`src/rtl/vga_timing_gen.sv`:
```
// vga_timing_gen: VGA raster timing generator.
// Divides clk down to a pixel clock enable, runs the horizontal/vertical counters and emits
// registered sync, active-video, coordinates, line/frame strobes and optional test-pattern rgb.
// Optional feature macro: VGA_TEST_PATTERN_EN (8 vertical colour bars on red/green/blue).
module vga_timing_gen #(
  parameter int CLK_DIV  = 4,
  parameter int H_ACTIVE = 640,
  parameter int H_FP     = 16,
  parameter int H_SYNC   = 96,
  parameter int H_BP     = 48,
  parameter int V_ACTIVE = 480,
  parameter int V_FP     = 10,
  parameter int V_SYNC   = 2,
  parameter int V_BP     = 33,
  parameter int SYNC_POL = 0,
  parameter int CNT_W    = 10
) (
  input  logic             clk,
  input  logic             rst,
  input  logic             en,
  output logic             pix_ce,
  output logic             hsync,
  output logic             vsync,
  output logic             active,
  output logic [CNT_W-1:0] x,
  output logic [CNT_W-1:0] y,
  output logic             line_start,
  output logic             frame_start,
  output logic [3:0]       red,
  output logic [3:0]       green,
  output logic [3:0]       blue
);

  localparam int H_TOTAL = H_ACTIVE + H_FP + H_SYNC + H_BP;
  localparam int V_TOTAL = V_ACTIVE + V_FP + V_SYNC + V_BP;
  localparam int DIV_W   = (CLK_DIV > 1) ? $clog2(CLK_DIV) : 1;

  localparam logic [DIV_W-1:0] DIV_MAX = DIV_W'(CLK_DIV - 1);
  localparam logic [CNT_W-1:0] H_LAST  = CNT_W'(H_TOTAL - 1);
  localparam logic [CNT_W-1:0] V_LAST  = CNT_W'(V_TOTAL - 1);
  localparam logic [CNT_W-1:0] H_VIS   = CNT_W'(H_ACTIVE);
  localparam logic [CNT_W-1:0] V_VIS   = CNT_W'(V_ACTIVE);
  localparam logic [CNT_W-1:0] HS_BEG  = CNT_W'(H_ACTIVE + H_FP);
  localparam logic [CNT_W-1:0] HS_END  = CNT_W'(H_ACTIVE + H_FP + H_SYNC);
  localparam logic [CNT_W-1:0] VS_BEG  = CNT_W'(V_ACTIVE + V_FP);
  localparam logic [CNT_W-1:0] VS_END  = CNT_W'(V_ACTIVE + V_FP + V_SYNC);
  localparam logic             SP      = (SYNC_POL != 0);

  // Sync level for a counter value inside [lo, hi).
  function automatic logic sync_lvl(input logic [CNT_W-1:0] v,
                                    input logic [CNT_W-1:0] lo,
                                    input logic [CNT_W-1:0] hi);
    return ((v >= lo) && (v < hi)) ? SP : ~SP;
  endfunction

  logic [DIV_W-1:0] div;
  logic             started;   // blocks pix_ce until the first edge after reset (matters for CLK_DIV=1)
  logic             x_wrap, y_wrap, act_nx;
  logic [CNT_W-1:0] x_nx, y_nx;

  assign pix_ce = en & started & (div == DIV_MAX);

  // Next raster position and its visible-area decode.
  always_comb begin
    x_wrap = (x == H_LAST);
    y_wrap = (y == V_LAST);
    x_nx   = x_wrap ? '0 : x + 1'b1;
    y_nx   = y;
    if (x_wrap) y_nx = y_wrap ? '0 : y + 1'b1;
    act_nx = (x_nx < H_VIS) && (y_nx < V_VIS);
  end

  // Divider, counters and registered decode of the next position; en=0 holds everything.
  always_ff @(posedge clk or negedge rst) begin
    if (!rst) begin
      div         <= '0;
      started     <= 1'b0;
      x           <= '0;
      y           <= '0;
      active      <= 1'b0;
      hsync       <= ~SP;
      vsync       <= ~SP;
      line_start  <= 1'b0;
      frame_start <= 1'b0;
    end else begin
      started     <= 1'b1;
      if (en) div <= (div == DIV_MAX) ? '0 : div + 1'b1;
      line_start  <= pix_ce & x_wrap;
      frame_start <= pix_ce & x_wrap & y_wrap;
      if (pix_ce) begin
        x      <= x_nx;
        y      <= y_nx;
        active <= act_nx;
        hsync  <= sync_lvl(x_nx, HS_BEG, HS_END);
        vsync  <= sync_lvl(y_nx, VS_BEG, VS_END);
      end
    end
  end

`ifdef VGA_TEST_PATTERN_EN
  localparam logic [CNT_W+2:0] BAR_DIV = (CNT_W+3)'(H_ACTIVE);

  logic [CNT_W+2:0] x8;
  logic [2:0]       bar;

  // Bar index of the next pixel: x*8/H_ACTIVE.
  always_comb begin
    x8  = {x_nx, 3'b000};
    bar = 3'(x8 / BAR_DIV);
  end

  // Colour bars registered alongside x/y so rgb describes the same pixel.
  always_ff @(posedge clk or negedge rst) begin
    if (!rst) begin
      red   <= 4'h0;
      green <= 4'h0;
      blue  <= 4'h0;
    end else if (pix_ce) begin
      red   <= (act_nx && bar[0]) ? 4'hF : 4'h0;
      green <= (act_nx && bar[1]) ? 4'hF : 4'h0;
      blue  <= (act_nx && bar[2]) ? 4'hF : 4'h0;
    end
  end
`else
  assign red   = 4'h0;
  assign green = 4'h0;
  assign blue  = 4'h0;
`endif

endmodule
```
`config.mk`:
```
export PLATFORM = sky130hd
export DESIGN_NAME = vga_timing_gen
export DESIGN_NICKNAME = d
export VERILOG_FILES = /design/src/rtl/vga_timing_gen.sv
export SDC_FILE = /design/constraint.sdc
export NUM_CORES = 1
export LEC_CHECK = 0
export ABC_AREA = 1
export ABC_CLOCK_PERIOD_IN_PS = 2100
export CAP_MARGIN = 20
export CORE_UTILIZATION = 35
export DETAILED_ROUTE_END_ITERATION = 7
export GPL_ROUTABILITY_DRIVEN = 1
export PLACE_DENSITY_LB_ADDON = 0.3
export SLEW_MARGIN = 20
export SYNTH_ARGS = -nofsm -noshare
export SYNTH_HDL_FRONTEND = slang
export SYNTH_SLANG_ARGS = --single-unit
```
`constraint.sdc`:
```
create_clock -name clk -period 2.1 [get_ports clk]
set_input_delay 0.21 -clock clk [delete_from_list [all_inputs] [get_ports clk]]
set_output_delay 0.21 -clock clk [all_outputs]
set_load 0.03 [all_outputs]
```
### Word-level counts from Yosys, hierarchy flattened

Index checks and enable logic that the tools add are counted.

| word-level totals | value |
|---|---|
| bits in registers | 28 |
| output and inout port bits | 38 |
| word-level logic and storage cells | 34 |

| cells by class | value |
|---|---|
| $add $sub $neg | 3 |
| $lt $le $gt $ge | 6 |
| equal/unequal tests | 3 |
| mux-type cells | 6 |
| bitwise logic cells | 4 |
| reduce and logical (&&, ||, !) cells | 3 |

Operators with widths:

| cell | count |
|---|---|
| $mux W10 | 3 |
| $add A10 B1 Y10 const B | 2 |
| $eq A10 B10 Y1 const B | 2 |
| $lt A10 B10 Y1 const B | 2 |
| $lt A10 B9 Y1 const B | 2 |
| $ge A10 B10 Y1 const B | 1 |
| $ge A10 B9 Y1 const B | 1 |
| $and A1 B1 Y1 | 4 |
| $logic_and A1 B1 Y1 | 3 |
| $add A2 B1 Y2 const B | 1 |
| $eq A2 B2 Y1 const B | 1 |
| $mux W1 | 2 |
| $mux W2 | 1 |

### Depth between registers and ports, before layout

Gate-level depths: netlist of run 1.

| depth | value |
|---|---|
| depth in word-level cells | 6 |
| gate-level depth with buffers | 13 |
| mapped depth without buffers | 13 |

### Worst setup path after synthesis of run 1

Ideal clock, no wire load.

| timing | value |
|---|---|
| path type | reg2reg |
| start | reg x[1] |
| end | reg active |
| library setup time | 0.117 ns |
| arrival time | 1.654 ns |
| path slack | 0.328 ns |
| stages on the path, launching flop included | 12 |
| buffers on the path | 0 |
| cell sequence | dfrtp_1 > ha_1 > nand2_2 > inv_2 > nand2_4 > nor2_8 > nand2_4 > xor2_1 > nor2_1 > nand2_1 > nand3_1 > nand2_1 |

| between the ends | value |
|---|---|
| word-level cells in the longest chain between the ends | 4 |
| elaborated cells on any way between the ends | 7 |

Ends and longest elaborated chain:

| element | RTL line | RTL |
|---|---|---|
| start, declared | 25 | `output logic [CNT_W-1:0] x,` |
| start signal, assigned | 91 | `x <= x_nx;` |
| $add A10 B1 Y10 / $eq A10 B10 Y1 (equally long branches) | 67, 65 |  |
| $mux W10, on equally long branches | 67, 69 |  |
| $lt A10 B10 Y1 / $lt A10 B9 Y1 (equally long branches) | 70 | `act_nx = (x_nx < H_VIS) && (y_nx < V_VIS);` |
| $logic_and A1 B1 Y1 (*) | 70 |  |
| end signal, assigned | 93 | `active <= act_nx;` |
| end, declared | 24 | `output logic active,` |

Every way passes the cells marked *; elsewhere a longest branch is shown, timed or not.
A chain may end at the register's enable or synchronous reset.

### Final worst setup path of run 1

| timing | value |
|---|---|
| start | reg y[5] |
| end | out y[5] |

RTL lines:

| element | RTL line | RTL |
|---|---|---|
| start, declared | 26 | `output logic [CNT_W-1:0] y,` |
| start signal, assigned | 92 | `y <= y_nx;` |

No word-level cell between the ends.

==> results.json, run 1 <==
{
  "insertion_delay_ns": 0.28,
  "die_w_um": 74.7,
  "max_stage_delay_ns": 0.73,
  "cts_made_buffers": 3,
  "reg2reg_slack_ns": 0.38,
  "cts_root_buffer": "clkbuf_8",
  "netlist_area_um2": 1850,
  "worstSetupPathType": "register to primary output",
  "antenna_left": 0,
  "cap_violations": 0,
  "io_buffers": 28,
  "seqPwrFrac_pct": 35.8,
  "fmax_mhz": 575,
  "cp.arrival_ns": 1.53,
  "hold_violations": 0,
  "yosysTopAreaCell": "dfrtp_1",
  "period_share_pct": 82.8,
  "path_depth": 1,
  "insertedDiodeCount": 0,
  "fp.dieH_um": 74.7,
  "rr_startpoint": "x[1]",
  "synth_cells": 245,
  "vias": 1542,
  "dieArea_um2": 5570,
  "layout_commonest_cell": "nand2_1",
  "finalCriticalPeriod_ns": 1.74,
  "tns_ns": 0,
  "gp_congestion": 0.848,
  "grt_pass1_wl_um": 6640,
  "synth_mux_area_share_pct": 0.609,
  "yosys.area.top_type_share_pct": 35.2,
  "cts_buffer_depth": 2,
  "async_flop_share_pct": 100,
  "ys_ff_latch": 28,
  "core-area_um2": 5110,
  "yosysWarnings": 0,
  "startpoint": "y[5]",
  "end_kind": "primary output",
  "ys_types": 35,
  "syn2layout_area_growth_pct": 20.9,
  "cp_max_fo": 9,
  "synth-main-ff-cell": "dfrtp_1",
  "critPathSlowestCell": "clkdlybuf4s50_1",
  "grt_max_degree": 29,
  "synth_area_leaders": "dfrtp_1, nand2_1, buf_4",
  "initial_core_util_pct": 36.2,
  "cts_sinks": 28,
  "crit_family": "buffers and inverters",
  "intPower_mw": 1.31,
  "clkTransAtPathRegs_ns": 0.10,
  "synth-compound-area-share_pct": 8.60,
  "mostFrequentLayoutCells": "nand2_1, clkdlybuf4s50_1, dfrtp_1",
  "cts_resized": 0,
  "synth_top_family_by_area": "simple AND/OR/NAND/NOR gates",
  "drcViolationCount": 0,
  "drive_gt1_share_pct": 13.9,
  "status": "finished clean",
  "synthAdderAreaFrac_pct": 2.71,
  "wl_um": 3790,
  "finalNonFillerCells": 344,
  "comb_power_share_pct": 45.3,
  "p_total_mw": 2.26,
  "final-max-slew-violation-count": 0,
  "viasPerCell": 4.48,
  "reg2regPathDepth": 10,
  "path_cells": "clkdlybuf4s50_1",
  "power.share.switching_pct": 42.1,
  "rows": 26,
  "overflow": 0,
  "grt_pass1_vias": 1415,
  "required_ns": 1.89,
  "setup-violations-final": 0,
  "startpoint_type": "register",
  "r2r-end": "active",
  "holdWs_ns": 0.303,
  "track_usage_pct": 15.6,
  "antenna_found_initial": 0,
  "synth_edf_count": 0,
  "wl_per_cell_um": 11.0,
  "switchingPower_mw": 0.952,
  "hpwlAfterDp_um": 2970,
  "ys_seq_area_share_pct": 38.1,
  "yosys.area_share.simple_pct": 34.9,
  "crit_end": "y[5]",
  "p_leak_nw": 1.03,
  "p_clk_share_pct": 18.8,
  "final_net_count": 282,
  "powerDensity_nw_per_um2": 1010,
  "hp-class": "primary input to async pin",
  "crit_buf_inv": 1,
  "synth_xor_area_share_pct": 2.84,
  "io_pins": 41,
  "cts_setup_buffers": 0,
  "cts_hold_buf": 0,
  "syn_area_per_cell_um2": 7.54,
  "placed_cells": 340,
  "ir_worst_vdd_uv": 634,
  "cts_max_level": 1,
  "fin_skew_ns": 0.00847,
  "cts_tree": "yes",
  "drtIter0Drc": 53,
  "drtPass1Iterations": 4,
  "rsz0062_at_grt": "no"
}
-- how the worst min path moves through the flow --
stage	end	slack, ns	depth (start not counted)
3_5_place_dp	hsync	0.47	2
4_1_cts	x[0]	0.31	2
2_1_floorplan	active	-0.09	0
3_3_place_gp	div[0]	0.47	1
6_report	x[0]	0.30	2
5_1_grt	x[0]	0.33	2
-- per-stage QoR --
step | setup WS (ns) | instance area, um2 | utilization (%)
after floorplan | 0.328 | 1890 | -
after global placement | 0.308 | 2160 | 42.4
after detailed placement | 0.276 | 2160 | 42.4
after CTS | 0.329 | 2230 | 43.8
after global routing | 0.163 | 2230 | 43.8
final | 0.361 | 2230 | 43.8
-- synth_stat cells (3+ instances only) --
| library cell | count |
|---|---|
| buf_4 | 12 |
| nand3_1 | 14 |
| o21ai_0 | 11 |
| nor2_1 | 21 |
| clkbuf_1 | 3 |
| a21oi_1 | 6 |
| nand4_1 | 4 |
| dfrtp_1 | 26 |
| inv_2 | 7 |
| inv_1 | 21 |
| nor2_2 | 3 |
| xor2_1 | 5 |
| nand2_2 | 3 |
| nor3_1 | 3 |
| o21ai_1 | 7 |
| nand2_1 | 68 |
| ha_1 | 4 |
-- registers in the layout (all words and copies together) (netlist names) --
name	count
active	1
div	2
frame_start	1
hsync	1
line_start	1
started	1
vsync	1
x	10
y	10
-- area by class of cell --
cell class	instances	area, um2
clock buffer	3	41.3
clock inverter	1	30.0
fill	533	2870
inverter	30	114
multi-input combinational	182	966
sequential	28	703
tap	70	87.6
timing repair buffer	30	293
-- cells by family (layout without fill, tap and decap cells) --
kind of cell | count (synthesis) | count (layout)
buf+inv | 46 | 64
mux | 1 | 1
compound gates | 29 | 29
other cells | 2 | 13
fa+ha+maj | 4 | 4
xor+xnor | 6 | 6
simple gates | 129 | 129
flops | 28 | 28
-- routing by layer --
layer	track usage (%)	wire [um]
met1	20.8	1830
met5	0	0
met3	3.48	103
met4	2.52	24
met2	26.5	1830
-- power by group through the flow --
stage	clock, mW	sequential (mW)	combinational, mW
6_report	0.426	0.809	1.02
5_1_grt	0.464	0.831	1.12
4_1_cts	0.447	0.812	1.04
3_5_place_dp	0	0.821	1.03
3_3_place_gp	0	0.824	1.02
2_1_floorplan	0	1.01	0.505
(Power assumes the default switching activity.)
==> inputs of run 2 (changes only) <==
- ABC_CLOCK_PERIOD_IN_PS: 2100 -> 1500
- clock period: 2.1 -> 1.5 ns (I/O delays scaled with it)
==> run 2 against run 1 <==
Effect of this change:
- the flow now finishes with violations (setup timing)
- cell count is 15% higher
- critical path depth increased by 12
- non-clock buffer count grew 50
- via count increased by 16%
- clock skew is 0.0045 ns lower
- routed wire length grew 19%
- largest power group unchanged
- clock-buffer cell count increased by 1
- critical path type is now register to register
- worst hold slack worse by 0.050 ns
- clock power rose by 9.4%
- sequential power up 40%
- design area up 26%
==> results.json, run 2 (synthesis gave the netlist of run 1 again) <==
{
  "status": "complete, but fails checks",
  "violations": "setup timing",
  "p_leak_nw": 1.35,
  "fp.dieH_um": 74.7,
  "drtPass1Iterations": 4,
  "wl_um": 4520,
  "io_buffers": 28,
  "cts_tree": "yes",
  "grt_pass1_vias": 1584,
  "antenna_left": 0,
  "startpoint": "x[1]",
  "rr_startpoint": "x[1]",
  "vias": 1787,
  "wl_per_cell_um": 11.5,
  "fin_skew_ns": 0.00401,
  "initial_core_util_pct": 36.2,
  "cts_made_buffers": 3,
  "fmax_mhz": 584,
  "track_usage_pct": 17.1,
  "core-area_um2": 5110,
  "insertedDiodeCount": 0,
  "power.share.switching_pct": 42.5,
  "final_net_count": 332,
  "p_clk_share_pct": 13.1,
  "clkTransAtPathRegs_ns": 0.09,
  "gp_congestion": 0.888,
  "comb_power_share_pct": 55.0,
  "intPower_mw": 2.04,
  "hold_violations": 0,
  "insertion_delay_ns": 0.27,
  "end_kind": "register",
  "p_total_mw": 3.54,
  "tns_ns": -0.717,
  "cap_violations": 0,
  "drtIter0Drc": 151,
  "fill_cells": 487,
  "hpwlAfterDp_um": 3290,
  "syn2layout_area_growth_pct": 52.1,
  "dieArea_um2": 5570,
  "required_ns": 1.72,
  "grt_pass1_wl_um": 7280,
  "rsz0062_at_grt": "yes",
  "fin_ws_ns": -0.212,
  "period_share_pct": 114,
  "cts_root_buffer": "clkbuf_8",
  "drive_gt1_share_pct": 40.1,
  "cts_sinks": 28,
  "cp.arrival_ns": 1.93,
  "io_pins": 41,
  "powerDensity_nw_per_um2": 1260,
  "die_w_um": 74.7,
  "overflow": 0,
  "worstSetupPathType": "register to register",
  "cp_max_fo": 3,
  "switchingPower_mw": 1.51,
  "final-max-slew-violation-count": 0,
  "hp-class": "primary input to async pin",
  "antenna_found_initial": 0,
  "seqPwrFrac_pct": 31.9,
  "rows": 26,
  "layout_commonest_cell": "nand2_1",
  "ir_worst_vdd_uv": 1170,
  "cts_max_level": 1,
  "viasPerCell": 4.54,
  "setup-violations-final": 8,
  "drcViolationCount": 0,
  "mostFrequentLayoutCells": "nand2_1, buf_4, dlygate4sd2_1",
  "cts_buffer_depth": 2,
  "finalCriticalPeriod_ns": 1.71,
  "top_regs": "x x10, y x10, div x2",
  "grt_max_degree": 29,
  "startpoint_type": "register"
}
run 2: cell count changes in the layout (fill, tap and decap cells not counted), sizes merged:
cell | before | now
bufinv | 1 | 0
clkbuf | 3 | 5
buf | 3 | 52
clkdlybuf4s50 | 27 | 4
inv | 28 | 29
dlygate4sd2 | 0 | 23
clkinv | 2 | 1
run 2: area by class of cell:
type	count	area [um2]	area share, %
Multi-Input combinational cell	182	1130	40.1
Inverter	30	121	4.32
Timing Repair Buffer	80	704	25.1
Tap cell	70	87.6	3.12
Sequential cell	28	716	25.5
Clock buffer	4	55.1	1.96
run 2: layer usage:
layer / part of all wire [%] / routed length, um / track usage [%]
met5: 0 / 0 / 0
met2: 46 / 2080 / 27.4
met3: 5.3 / 239 / 2.81
met4: 0.47 / 21 / 2.73
met1: 48 / 2170 / 24.7
run 2: path summary, 6_finish.rpt:
check / endpoint / slack (ns) / cells past startpoint
max in group asynchronous: vsync / 0.94 / 2
min reg2reg: hsync / 0.47 / 2
max reg2reg: vsync / -0.21 / 13
min: started / 0.25 / 2
min in group clk: hsync / 0.47 / 2
max: vsync / -0.21 / 13
run 2: worst max-delay path: stages, from the launching register on:
cell and delay, ns:
dfrtp_2 0.41, ha_4 0.15, nand2_4 0.07, inv_4 0.08
nand2_8 0.06, buf_6 0.12, nor3_4 0.16, nand2_1 0.08
nand2_2 0.07, nand2_2 0.06, nor2_2 0.12, nand3_2 0.10
nor2_4 0.13, nor2_2 0.05
run 2: power groups by stage:
| stage | sequential [mW] | clock (mW) | combinational [mW] |
|---|---|---|---|
| after floorplan | 1.45 | 0 | 0.728 |
| after detailed placement | 1.14 | 0 | 1.85 |
| final | 1.13 | 0.466 | 1.95 |
| after global routing | 1.15 | 0.522 | 2.13 |
| after CTS | 1.12 | 0.489 | 1.79 |
| after global placement | 1.13 | 0 | 1.84 |
run 2: what timing repair did:
| item | CTS | global route |
|---|---|---|
| pin swaps | 6 | 20 |
| gates cloned | 0 | 1 |
| hold buffers | 0 | 0 |
| resized for setup | 38 | 39 |
| setup endpoints to repair | 34 | 17 |
| endpoints found under the hold margin | 0 | 0 |
| buffers inserted | 1 | 6 |
run 2: per-stage QoR:
step / utilization, % / worst slack [ns] / instance area (um2) / cells / hold WS (ns)
after CTS: 51.1 / -0.167 / 2610 / 387 / 0.262
after floorplan: - / -0.0647 / 1920 / 256 / -0.146
after detailed placement: 49.3 / -0.163 / 2520 / 382 / 0.462
after global placement: 49.3 / -0.231 / 2520 / 382 / 0.460
final: 55.0 / -0.212 / 2810 / 394 / 0.253
after global routing: 55.0 / -0.364 / 2810 / 394 / 0.288
==> inputs of run 3 (changes only) <==
- ABC_CLOCK_PERIOD_IN_PS: 1500 -> not set
==> results of run 3 <==
Final layout, timing and power as in run 2 (identical DEF).
